## config.mk

```make
export PLATFORM = sky130hd
export DESIGN_NAME = multicycle_alu
export DESIGN_NICKNAME = d
export VERILOG_FILES = /design/src/rtl/multicycle_alu.sv
export SDC_FILE = /design/constraint.sdc
export NUM_CORES = 1
export LEC_CHECK = 0
export ABC_CLOCK_PERIOD_IN_PS = 4300
export CORE_ASPECT_RATIO = 1.25
export CORE_MARGIN = 2
export CORE_UTILIZATION = 50
export CTS_CLUSTER_DIAMETER = 120
export DETAILED_ROUTE_END_ITERATION = 12
export DONT_BUFFER_PORTS = 1
export SLEW_MARGIN = 20
export SYNTH_ARGS = -nofsm -noshare
export SYNTH_HDL_FRONTEND = slang
export SYNTH_SLANG_ARGS = --single-unit
```

## constraint.sdc

```tcl
create_clock -name clk -period 4.3 [get_ports clk]
set_input_delay 0.86 -clock clk [delete_from_list [all_inputs] [get_ports clk]]
set_output_delay 0.86 -clock clk [all_outputs]
set_load 0.01 [all_outputs]
```

## src/rtl/multicycle_alu.sv

```systemverilog
// Multi-cycle ALU: single-cycle add/nor/rotate/not/sub and an optional shift-add multiplier.
// Define MULTICYCLE_ALU_MUL_EN to build the multiplier; otherwise op 110 is treated as reserved.
module multicycle_alu #(
    parameter int WIDTH = 32,
    parameter int SHW   = $clog2(WIDTH)
) (
    input  logic             clk,
    input  logic             reset,
    input  logic             start,
    input  logic [2:0]       op,
    input  logic [WIDTH-1:0] a,
    input  logic [WIDTH-1:0] b,
    output logic             busy,
    output logic             done,
    output logic [WIDTH-1:0] result,
    output logic             zero
);

    localparam logic [1:0] S_IDLE = 2'd0;
`ifdef MULTICYCLE_ALU_MUL_EN
    localparam logic [1:0] S_MUL  = 2'd1;
`endif
    localparam logic [1:0] S_DONE = 2'd2;

    logic [1:0]       state;
    logic [SHW-1:0]   amt;
    logic [WIDTH-1:0] rol;
    logic [WIDTH-1:0] ror;
    logic [WIDTH-1:0] quick_result;

`ifdef MULTICYCLE_ALU_MUL_EN
    localparam int CNT_W = SHW + 1;

    logic [WIDTH-1:0] mcand;
    logic [WIDTH-1:0] mplier;
    logic [WIDTH-1:0] acc;
    logic [WIDTH-1:0] acc_next;
    logic [CNT_W-1:0] cnt;
    logic             zero_hold;

    always_comb begin
        acc_next = mplier[0] ? acc + mcand : acc;
    end
`endif

    assign busy = (state != S_IDLE);
    assign done = (state == S_DONE);
    assign amt  = a[SHW-1:0];

    // Index arithmetic wraps modulo WIDTH because it is truncated to SHW bits.
    always_comb begin
        rol = '0;
        ror = '0;
        for (int unsigned i = 0; i < WIDTH; i++) begin
            rol[i] = b[SHW'(i - amt)];
            ror[i] = b[SHW'(i + amt)];
        end
    end

    always_comb begin
        quick_result = '0;
        case (op)
            3'b000:  quick_result = a + b;
            3'b001:  quick_result = ~(a | b);
            3'b010:  quick_result = rol;
            3'b011:  quick_result = ror;
            3'b100:  quick_result = ~a;
            3'b101:  quick_result = a - b;
            default: quick_result = '0;
        endcase
    end

    always_ff @(posedge clk) begin
        if (reset) begin
            state  <= S_IDLE;
            result <= '0;
            zero   <= 1'b0;
`ifdef MULTICYCLE_ALU_MUL_EN
            mcand     <= '0;
            mplier    <= '0;
            acc       <= '0;
            cnt       <= '0;
            zero_hold <= 1'b0;
`endif
        end else begin
            case (state)
                S_IDLE: begin
                    if (start) begin
`ifdef MULTICYCLE_ALU_MUL_EN
                        if (op == 3'b110) begin
                            mcand     <= a;
                            mplier    <= b;
                            acc       <= '0;
                            cnt       <= CNT_W'(WIDTH);
                            zero_hold <= (a == b);
                            state     <= S_MUL;
                        end else begin
                            result <= quick_result;
                            zero   <= (a == b);
                            state  <= S_DONE;
                        end
`else
                        result <= quick_result;
                        zero   <= (a == b);
                        state  <= S_DONE;
`endif
                    end
                end
`ifdef MULTICYCLE_ALU_MUL_EN
                S_MUL: begin
                    acc    <= acc_next;
                    mcand  <= mcand << 1;
                    mplier <= mplier >> 1;
                    cnt    <= cnt - CNT_W'(1);
                    // Final step: publish the sum this edge so done follows WIDTH+1 cycles after start.
                    if (cnt == CNT_W'(1)) begin
                        result <= acc_next;
                        zero   <= zero_hold;
                        state  <= S_DONE;
                    end
                end
`endif
                S_DONE:  state <= S_IDLE;
                default: state <= S_IDLE;
            endcase
        end
    end

endmodule

```

; ---- Yosys cells after proc, flatten, opt, wreduce, memory -nomap -nowiden
; Cells that the tools add are included.
[totals]
in_bits = 70
reg_bits = 34
out_inout_bits = 35
[classes]
addsub = 65
muxes = 129
n_lt_le_gt_ge = 64
n_reduce_logical = 4
bitwise_logic = 4
eq_ne = 6
[op_table]
columns = operator, count
row1 = "5-bit by 6-bit less-than comparator with 1-bit output, second input constant", 64
row2 = 1-bit binary-select mux with 5-bit select, 64
row3 = 32-bit case mux with 6 select lines, 1
row4 = "5-bit adder, first input constant", 16
row5 = "5-bit subtractor, first input constant", 16
row6 = 1-bit 2-to-1 mux, 64
row7 = 32-bit inverter, 2
row8 = "4-bit by 5-bit adder with 5-bit output, first input constant", 8
row9 = "4-bit by 5-bit subtractor with 5-bit output, first input constant", 8
row10 = 32-bit adder, 1
row11 = 32-bit == test, 1
row12 = 32-bit OR, 1
row13 = 32-bit subtractor, 1
row14 = "3-bit by 5-bit adder with 5-bit output, first input constant", 4
row15 = "3-bit by 5-bit subtractor with 5-bit output, first input constant", 4
row16 = "2-bit by 5-bit adder with 5-bit output, first input constant", 2
row17 = "1-bit by 5-bit subtractor with 5-bit output, first input constant", 2
row18 = "2-bit by 5-bit subtractor with 5-bit output, first input constant", 2
row19 = "3-bit by 2-bit == test with 1-bit output, second input constant", 2
row20 = "3-bit == test, second input constant", 2
row21 = "1-bit by 5-bit adder with 5-bit output, first input constant", 1
row22 = "3-bit by 1-bit == test with 1-bit output, second input constant", 1
row23 = 3-bit zero test, 1
row24 = 2-bit zero test, 1
row25 = other kinds (3), 3

; ---- Logic depth before layout (Yosys ltp)
; Gate-level depths: netlist (run 1).
[logic_depth]
ltp_word = 4
depth_mapped = 14
depth_no_buf = 13

; ---- Worst setup path after synthesis (run 1)
; OpenSTA, ideal clock, no wires.
[synth_timing]
path_type = input-to-reg
start = input a[4]
end = register result[26]
setup_ns = 0.149
arrival_time_ns = 3.655
stages = 13
slack_ns = 0.496
path_buffers = 3
path_cell_list = clkbuf_1 inv_1 buf_1 ha_1 buf_2 a21o_1 a221o_1 a221oi_2 o31a_1 o21ai_1 and3_1 o32ai_1 a221oi_1
[synth_via]
elab_chain_len = 4
word_cells_on_any_way = 9
cone_classes = add/sub (4) / mux (5)
[synth_rtl]
columns = element, line
row1 = from (decl), 11  ; input logic [WIDTH-1:0] a,
row2 = 5-bit adder or 5-bit subtractor (tied branches), "56, 55"
row3 = "1-bit binary-select mux with 5-bit select, on equally long branches", "56, 55"
row4 = "1-bit 2-to-1 mux, on equally long branches", "56, 55"
row5 = 32-bit case mux with 6 select lines *, 62  ; case (op)
row6 = to (signal assigned), 103  ; result <= quick_result;
row7 = to (decl), 15  ; output logic [WIDTH-1:0] result,
; Every way passes the cells marked *; elsewhere a longest branch is shown, timed or not. The select of a mux whose other input is x is not followed.
; A chain may end at the register's enable or synchronous reset.

; ---- Final worst setup path (run 1)
[layout_timing]
start = input a[1]
end = register result[13]
[layout_via]
elab_chain_len = 4
word_cells_on_any_way = 9
cone_classes = add/sub (4) / mux (5)
[layout_rtl]
columns = element, line
row1 = 4-bit by 5-bit adder with 5-bit output or 4-bit by 5-bit subtractor with 5-bit output (tied branches), "56, 55"
row2 = "1-bit binary-select mux with 5-bit select, on equally long branches", "56, 55"
row3 = "1-bit 2-to-1 mux, on equally long branches", "56, 55"
row4 = 32-bit case mux with 6 select lines *, 62
; Marked as above.

==> results of run 1 <==
-- critical path, cell delays in order --
cell                       delay [ps]
sky130_fd_sc_hd__inv_1            120
sky130_fd_sc_hd__ha_1             520
sky130_fd_sc_hd__buf_12           210
sky130_fd_sc_hd__mux4_2           520
sky130_fd_sc_hd__mux4_2           520
sky130_fd_sc_hd__mux2i_1          360
sky130_fd_sc_hd__o22ai_1          280
sky130_fd_sc_hd__a211oi_1         270
sky130_fd_sc_hd__a221oi_1         110
-- placed cells by master, fill, tap and decap left out, drive strengths merged, types with 18 or more instances in the layout --
| cell type | n |
|---|---|
| a221oi | 27 |
| mux4 | 92 |
| a21oi | 100 |
| xnor2 | 40 |
| nand2 | 107 |
| buf | 25 |
| inv | 110 |
| a21o | 18 |
| nor3 | 19 |
| mux2i | 104 |
| o22ai | 18 |
| mux2 | 26 |
| ha | 109 |
| nor2 | 87 |
| dfxtp | 34 |
| nor2b | 22 |
| o21ai | 82 |
| a211oi | 22 |
-- worst min-delay path by stage --
stage	to	cells after the start	slack (ps)
after floorplan	result[10]	2	460
after global placement	zero	2	480
after global routing	zero	2	510
after CTS	result[0]	2	490
after detailed placement	result[0]	2	480
final	result[0]	2	490
-- through the flow --
step	area (sq um)	utilization (%)	setup WS, ps	power [mW]	hold WS, ps
2_1_floorplan	10900	-	496	1.58	463
3_3_place_gp	11000	51.4	473	1.96	479
3_5_place_dp	11000	51.4	463	1.96	482
4_1_cts	11200	52.1	757	2.36	491
5_1_grt	11200	52.1	564	2.51	508
6_report	11200	52.1	658	2.40	486
-- logic make-up after synthesis --
| family | after synthesis |
|---|---|
| AOI/OAI and AO/OA | 392 |
| DFF | 34 |
| adders and majority gates | 111 |
| muxes | 222 |
| buffers and inverters | 204 |
| and+or+nand+nor | 307 |
| xor gates and xnor gates | 46 |
-- routing by layer --
layer	global-route usage, %	up-vias
met3	7.38	152
met5	0	-
met4	20.9	2
met2	64.5	619
met1	44.8	5315
li1	-	4831
-- flip-flops by register name, summed over array words and instances, names as in the netlist --
| name | cells |
|---|---|
| result | 32 |
| state | 1 |
| zero | 1 |
-- power by group through the flow --
stage / clock [mW] / sequential (mW) / combinational, mW
detailed placement: 0 / 0.375 / 1.59
global placement: 0 / 0.374 / 1.58
CTS: 0.394 / 0.367 / 1.60
global route: 0.403 / 0.370 / 1.74
floorplan: 0 / 0.365 / 1.21
finish: 0.391 / 0.367 / 1.64
-- final cells by class --
cell class                 count  share of cell area (%)
timing repair buffer          25                    1.90
multi-input combinational   1078                    83.9
tap                          279                    3.12
sequential                    34                    6.08
clock buffer                   6                    1.24
inverter                     110                    3.69
clock inverter                 2                   0.112
==> results.md, run 1 <==
Outcome:
- The run finished with clean final reports.

Cells and area:
- The filler cells instantiated in the layout total 2112.
- The area occupied by multi-input gates is 9390 sq um.
- The ratio of cells with drive above 1 in the final layout is 14.9%.
- The number of antenna diodes in the final layout is 0.
- The growth of design area from synthesis to finish is 2.33%.
- In the final design database the tool counted around 1.4k nets.
- The register area is around 680 sq um.
- The count of non-filler cells in the finished layout is 1534.

Worst hold path:
- The tightest min-delay check is of the reg2reg type.
- The startpoint identified for the worst hold timing path is result[0].

Worst setup path:
- In this run the worst setup path terminates at result[13].
- The setup check on the worst reg-to-reg path leaves a slack of 2030 ps.
- The startpoint identified for the worst register-to-register timing path is state[1].
- In this run the critical register-to-register path is captured at result[24].
- The worst setup path is launched from an input port.
- Counting cells, the worst reg-to-reg path comes to 6.
- In this run the worst path has a maximum fanout of 36.
- The origin of the worst setup path is a[1].
- STA classifies the critical path endpoint as a register.
- The data required time of the critical path is 4450 ps.
- For the worst setup path, the data arrival time is 3800 ps.
- The critical path in this run is classified as in2reg.

CTS:
- At the later pin of the worst-skew pair, clock insertion delay measures 300 ps.
- The clock-pin slew of the registers on the worst-case setup and hold paths is 60 ps.
- Post-CTS timing repair inserted 0 buffers for setup.
- TritonCTS built the clock tree.
- The number of clock buffers inserted by TritonCTS is 5.
- The maximum level of the CTS H-tree is 2.
- The maximum clock insertion buffer count is 2.
- The tree is rooted in a sky130_fd_sc_hd__clkbuf_16.
- The number of hold buffers added after cts is 0.
- The number of gates resized after CTS was 0.
- Clock tree synthesis found a total of 34 sinks.

Logic synthesis:
- The top cell type by area accounts for 18.7% of the synthesized area.
- The synthesized netlist devotes 4.03% of its cell area to XOR and XNOR gates.
- During synthesis, Yosys emitted a total of 0 warnings.
- When the netlist entered floorplanning its net count stood at roughly 1.5k.
- The proportion of synthesized flip-flops having asynchronous set or reset is 0%.
- The count of different cell masters after synthesis is 90.
- Of the post-synthesis cell area, the part taken by muxes is between 30% and 40%.
- The average cell area after synthesis is 8.31 sq um.
- The mapped netlist covers 10900 sq um.
- Synthesis produced 1316 cells.
- The adder and majority cell fraction of the synthesized area is 12.8%.
- The number of enable-type register cells in the synthesized netlist is 0.
- The share of the yosys chip area belonging to registers is 6.22%.
- The synthesized-area fraction occupied by ao, oa, aoi and oai cells is 24.6%.
- The most common cell in the synthesized netlist is sky130_fd_sc_hd__ha_1.
- By area the synthesized netlist is led by sky130_fd_sc_hd__mux4_2 19%, sky130_fd_sc_hd__ha_1 12%, sky130_fd_sc_hd__mux2i_1 9.5%.
- The main combinational cell family by area after synthesis is multiplexers.
- Counting flops and latches in the post-synthesis netlist gives 34.
- Counting instances in the post-synthesis netlist gives the leading cell types as 109 x sky130_fd_sc_hd__ha_1, 107 x sky130_fd_sc_hd__nand2_1, 105 x sky130_fd_sc_hd__inv_1, 104 x sky130_fd_sc_hd__mux2i_1, 98 x sky130_fd_sc_hd__a21oi_1.
- The dominant synthesized flop cell is sky130_fd_sc_hd__dfxtp_1.
- The basic-gate share of the synthesized area counting and, or, nand and nor cells is between 10% and 20%.
- The library cell with the largest summed area after synthesis is sky130_fd_sc_hd__mux4_2.

Drt:
- In the detailed route, the total length drawn on met2 is 21.2 mm.
- Wire segments on met3 add up to 4.07 mm in the final route.
- Dividing the detail-routed wire length by the instance count gives 29.0 microns.
- The residual DRC count is 0.
- The met1 wire length is 16.3 mm.
- The detail route stage leaves a number of antenna-violating nets equal to 0.
- The number of search-and-repair iterations in the first detailed-routing pass is 5.
- After detailed routing, the number of vias per cell comes to 7.12.
- For this block, the via count after detailed routing is 10.9k.
- The routed design has around 45 mm of wire.
- For this block, the initial DRC count from the detailed router was 1173.
- After detailed routing, no signal wire sits above met5.

Power:
- Per report_power, the combinational group accounts for 68.3% of the total.
- For this design the total switching power over the nets is 1.13 mW.
- Summed over all cells, the static leakage comes to about 4.6 nW.
- The share of power burned in registers is 15.3%.
- The worst IR drop on VDD is 0.142 mV.
- The part of the power in the clock network is 16.3%.
- The power density of the placed cells is 214 nW/um^2.
- In this run switching power makes up 47.3% of total power.
- The internal portion of the total power is 1.26 mW.

Placement:
- The count of buffers from port buffering is 0.
- After detailed placement, the design holds a cell count of 1526.
- The weighted congestion reported at the end of routability-driven placement is 1.03.
- After legalization and detailed placement, the total HPWL measured roughly 35 mm.

STA:
- For the pin with the worst max-slew slack, the measured transition is 1020 ps.
- Setup repair after global routing left no endpoint under its margin.
- For the final database, setup skew stands at 6.75 ps.
- The setup total negative slack is 0 ps.
- In the finished design, the share of the clock period the worst path needs comes to between 80% and 90%.
- Headroom to the max-slew limit came out at between 30% and 40%.
- Based on the critical path, the design can be clocked at up to ~0.27 GHz.
- Setup violations remaining at the end of the flow were counted as 0.
- The total count of max-transition violations in the final report was 0.
- The routed design could run at a clock period as short as 3640 ps.
- The hold violation total from the final report is 0.

GRT:
- The first global-routing pass estimated 66.0 mm of wire.
- The number of global-route vias before repair is between 10k and 15k.
- The largest net degree at the start of global routing is between 80 and 90.
- The residual overflow from global routing is 0.
- The initial antenna violation count is 1.
- The total global routing track utilization is approximately two fifths.

Floorplanning:
- In this run the vertical extent of the chip is 169 microns.
- The count of boundary I/O pins is 105.
- The floorplan step defined a core boundary enclosing roughly 21000 sq um.
- The row count is 60.
- Once the floorplan was initialized, standard cells occupied 50.9% of the core.
- The die outline width is between 100 and 150 microns.
- The floorplan die area is 23100 sq um.

Job:
- Across the run, the number of max-cap violations was 0.
No activity file was read; power rests on OpenSTA's default activity.
==> run 2: changes to the inputs <==
- ABC_CLOCK_PERIOD_IN_PS: 4300 -> 3200
- PLACE_DENSITY: default -> 0.68
- clock period: 4.3 -> 3.2 ns (I/O delays scaled with it)
==> run 2 against run 1 <==
Effect of this change:
- flip-flop and latch count stayed put
- sequential power grew 35%
- clock power increased by 76%
- first-iteration DRC count increased by 6.1%
- non-clock buffer count increased by 153
- die area is the same
- final cell count grew 10%
- routed wire length increased by 2.8%
==> results.md, run 2 (synthesis gave the netlist of run 1 again) <==
Cells and area:
- The top register by number of flip-flops is result.
- The antenna diode count is 0.
- The area of all placed cells without fillers is 12500 sq um.
- In the final layout, the registers with the most flip-flops are result: 32 flops, state: 1 flops, zero: 1 flops.
- The core occupancy in the finished layout is 58.1%.
- The final layout net count is between 1.5k and 2k.
- The growth of design area from synthesis to finish is 14.1%.
- The library cells used most frequently in the layout, excluding fill and tap cells, are 176 x sky130_fd_sc_hd__buf_4, 107 x sky130_fd_sc_hd__nand2_1, 107 x sky130_fd_sc_hd__ha_1, 104 x sky130_fd_sc_hd__inv_1, 104 x sky130_fd_sc_hd__mux2i_1.
- In the final layout, the multi-input gates occupy 9470 sq um.
- The library cell used most frequently in the layout, excluding fill and tap cells, is sky130_fd_sc_hd__buf_4.
- In the final layout, the share of cells above drive strength 1 is between 20% and 30%.
- The number of fill cells in the layout is 2055.
- The register area is 681 sq um.
- The register with the most flip-flops in the layout has 32 of them.

Worst hold path:
- The worst hold path terminates at result[18].
- Along the worst hold path, the cell count comes to 1.
- The startpoint identified for the worst hold timing path is reset.
- The worst hold path belongs to the class in2reg.

STA:
- Clock skew on the completed layout was measured at between 10 and 15 ps.
- The clock period could shrink to 3100 ps.
- Adding up every negative setup slack in the final design gives 0 ps.
- The total count of max-transition violations in the final report is 0.
- In this run the tightest slew margin relative to its limit is 29.0%.
- The hold violation total from the final report is 0.
- The maximum operating frequency is 0.323 GHz.
- On the final layout, the worst hold slack is ~410 ps.
- The slew at the pin with the worst max-slew slack is 1060 ps.
- Setup violations remaining at the end of the flow were counted as 0.
- Of the available clock period, the critical path in the final layout requires 96.9%.

CTS:
- At the later pin of the worst-skew pair, clock insertion delay measures approximately 300 ps.
- TritonCTS created 5 clock buffers.
- Counting every sink on the clock net gives 34.
- After clock tree synthesis, the flow added hold-fix buffers numbering 0.
- In this run the number of H-tree levels came out at 2.
- After clock tree synthesis, the clock-pin slew on the worst setup and hold paths is 60 ps.
- The buffer type at the clock tree root is sky130_fd_sc_hd__clkbuf_16.
- The maximum clock insertion buffer count is 2.
- TritonCTS built the clock tree.

Worst setup path:
- Walking the worst path, the cells encountered are inv_4 -> ha_1 -> inv_1 -> fa_2 -> nand2b_4 -> a2111oi_2 -> o311a_1 -> a211oi_4 -> o31ai_2 -> a311o_1 -> o221ai_1 -> nand2_1 -> a221oi_2.
- On the worst path, the slowest cell contributes a delay of 500 ps.
- The worst endpoint data arrival time is 3310 ps.
- For the worst setup path, the data required time is 3410 ps.
- The type of the setup path with the least slack is in2reg.
- In this run the register-to-register setup slack is 740 ps.
- Along the worst path, the maximum fanout reaches 86.
- STA classifies the critical path endpoint as a register.
- The library cell contributing the largest single delay on the critical path is sky130_fd_sc_hd__a211oi_4.
- The launch point of the worst reg-to-reg path is state[1].
- The number of cells on the worst reg-to-reg path is 6.
- The endpoint identified for the worst register-to-register timing path is result[0].
- STA classifies the critical path startpoint as an input port.

Floorplanning:
- The starting density of the core is slightly above 50%.
- The floorplan step defined a die boundary enclosing roughly 23000 sq um.
- Pin placement for this block handled 105 I/O pins.
- The overall die height is 169 microns.
- The die outline width is between 100 and 150 microns.
- The core footprint is between 20000 and 25000 sq um.
- After floorplanning, the core was divided into 60 placement rows.

Drt:
- The first routing iteration left 1244 violations.
- In this run the remaining antenna-violating nets after routing total 0.
- After detailed routing, the average wire length per cell comes to between 20 and 30 microns.
- The via count is 11.7k.
- The sum of routed wire length over all layers is 45.7 mm.
- In the routed design, unresolved DRC markers number 0.
- The detail-routed via count per cell is 6.93.
- The number of search-and-repair iterations in the first detailed-routing pass is 5.

Placement:
- The final HPWL from detailed placement is 36.9 mm.
- The weighted congestion reported at the end of routability-driven placement is 1.03.
- The count of buffers from port buffering is 0.
- In this run the cell area measured after placement is 12200 sq um.

GRT:
- The first global-routing pass estimated 68.3 mm of wire.
- Global routing used about two fifths of the available tracks across all layers.
- The residual overflow from global routing is 0.
- The initial antenna violation count is 1.
- The number of global-route vias before repair was 11.4k.
- Entering global routing, the biggest net connects 87 pins.

Power:
- In this run the static leakage power is ~5.4 nW.
- VDD sags by at most 0.210 mV.
- The power density of the placed cells is 295 nW/um^2.

Outcome:
- The run finished with clean final reports.

Job:
- The tool flagged a number of max-cap violations equal to 0.
run 2: changes by cell type in the layout (fill, tap and decap cells not counted), moves of 2 or more:
| cell | previous run | this run |
|---|---|---|
| sky130_fd_sc_hd__buf_4 | 23 | 176 |
| sky130_fd_sc_hd__a2111oi_0 | 10 | 5 |
| sky130_fd_sc_hd__a2111oi_2 | 0 | 4 |
| sky130_fd_sc_hd__a221oi_1 | 20 | 18 |
| sky130_fd_sc_hd__a221oi_2 | 7 | 9 |
| sky130_fd_sc_hd__bufinv_16 | 0 | 2 |
| sky130_fd_sc_hd__ha_1 | 109 | 107 |
| sky130_fd_sc_hd__ha_4 | 0 | 2 |
run 2: timing repair:
item                       4_1_cts  5_1_grt
setup buffers                    0        2
gates resized for setup          0       13
setup endpoints to repair        0        7
run 2: report_power, final:
part	leakage, nW	total, mW	switching, mW	internal (mW)
Combinational	5.04	2.50	1.34	1.17
Clock	0.0971	0.687	0.219	0.469
Sequential	0.277	0.494	0.0414	0.453
Total	5.41	3.68	1.60	2.09
run 2: layer usage:
layer,share of wire (%),GRT usage [%]
met4,8.7,27.0
met2,46,63.8
met5,0,0
met3,9.3,6.84
met1,36,46.7
run 2: critical path: cells and delay by family:
| kind | cells | cell delay [ps] |
|---|---|---|
| AOI/OAI and AO/OA | 7 | 1780 |
| adders and majority gates | 2 | 540 |
| and+or+nand+nor | 2 | 180 |
| buffers and inverters | 2 | 120 |
run 2: worst max-delay path by stage:
stage | start | endpoint | slack, ps | cells after the start
after floorplan | a[4] | result[30] | 10 | 14
after global placement | b[12] | result[29] | -270 | 14
after detailed placement | b[12] | result[29] | -220 | 14
after CTS | b[12] | result[29] | 60 | 14
after global routing | a[1] | result[30] | -20 | 13
final | a[0] | result[22] | 100 | 13
run 2: final cells by class:
| class | count | share of cell area (%) |
|---|---|---|
| clock buffer | 6 | 1.11 |
| clock inverter | 2 | 0.481 |
| inverter | 110 | 3.33 |
| multi-input combinational | 1078 | 75.9 |
| sequential | 34 | 5.46 |
| tap | 279 | 2.80 |
| timing repair buffer | 178 | 10.9 |
run 2: stage by stage:
stage	power [mW]	worst slack, ps	cells
finish	3.68	100	1687
CTS	3.60	60.2	1685
global placement	2.89	-268	1677
floorplan	2.14	12.8	1316
detailed placement	2.91	-218	1677
global route	3.84	-22.1	1687
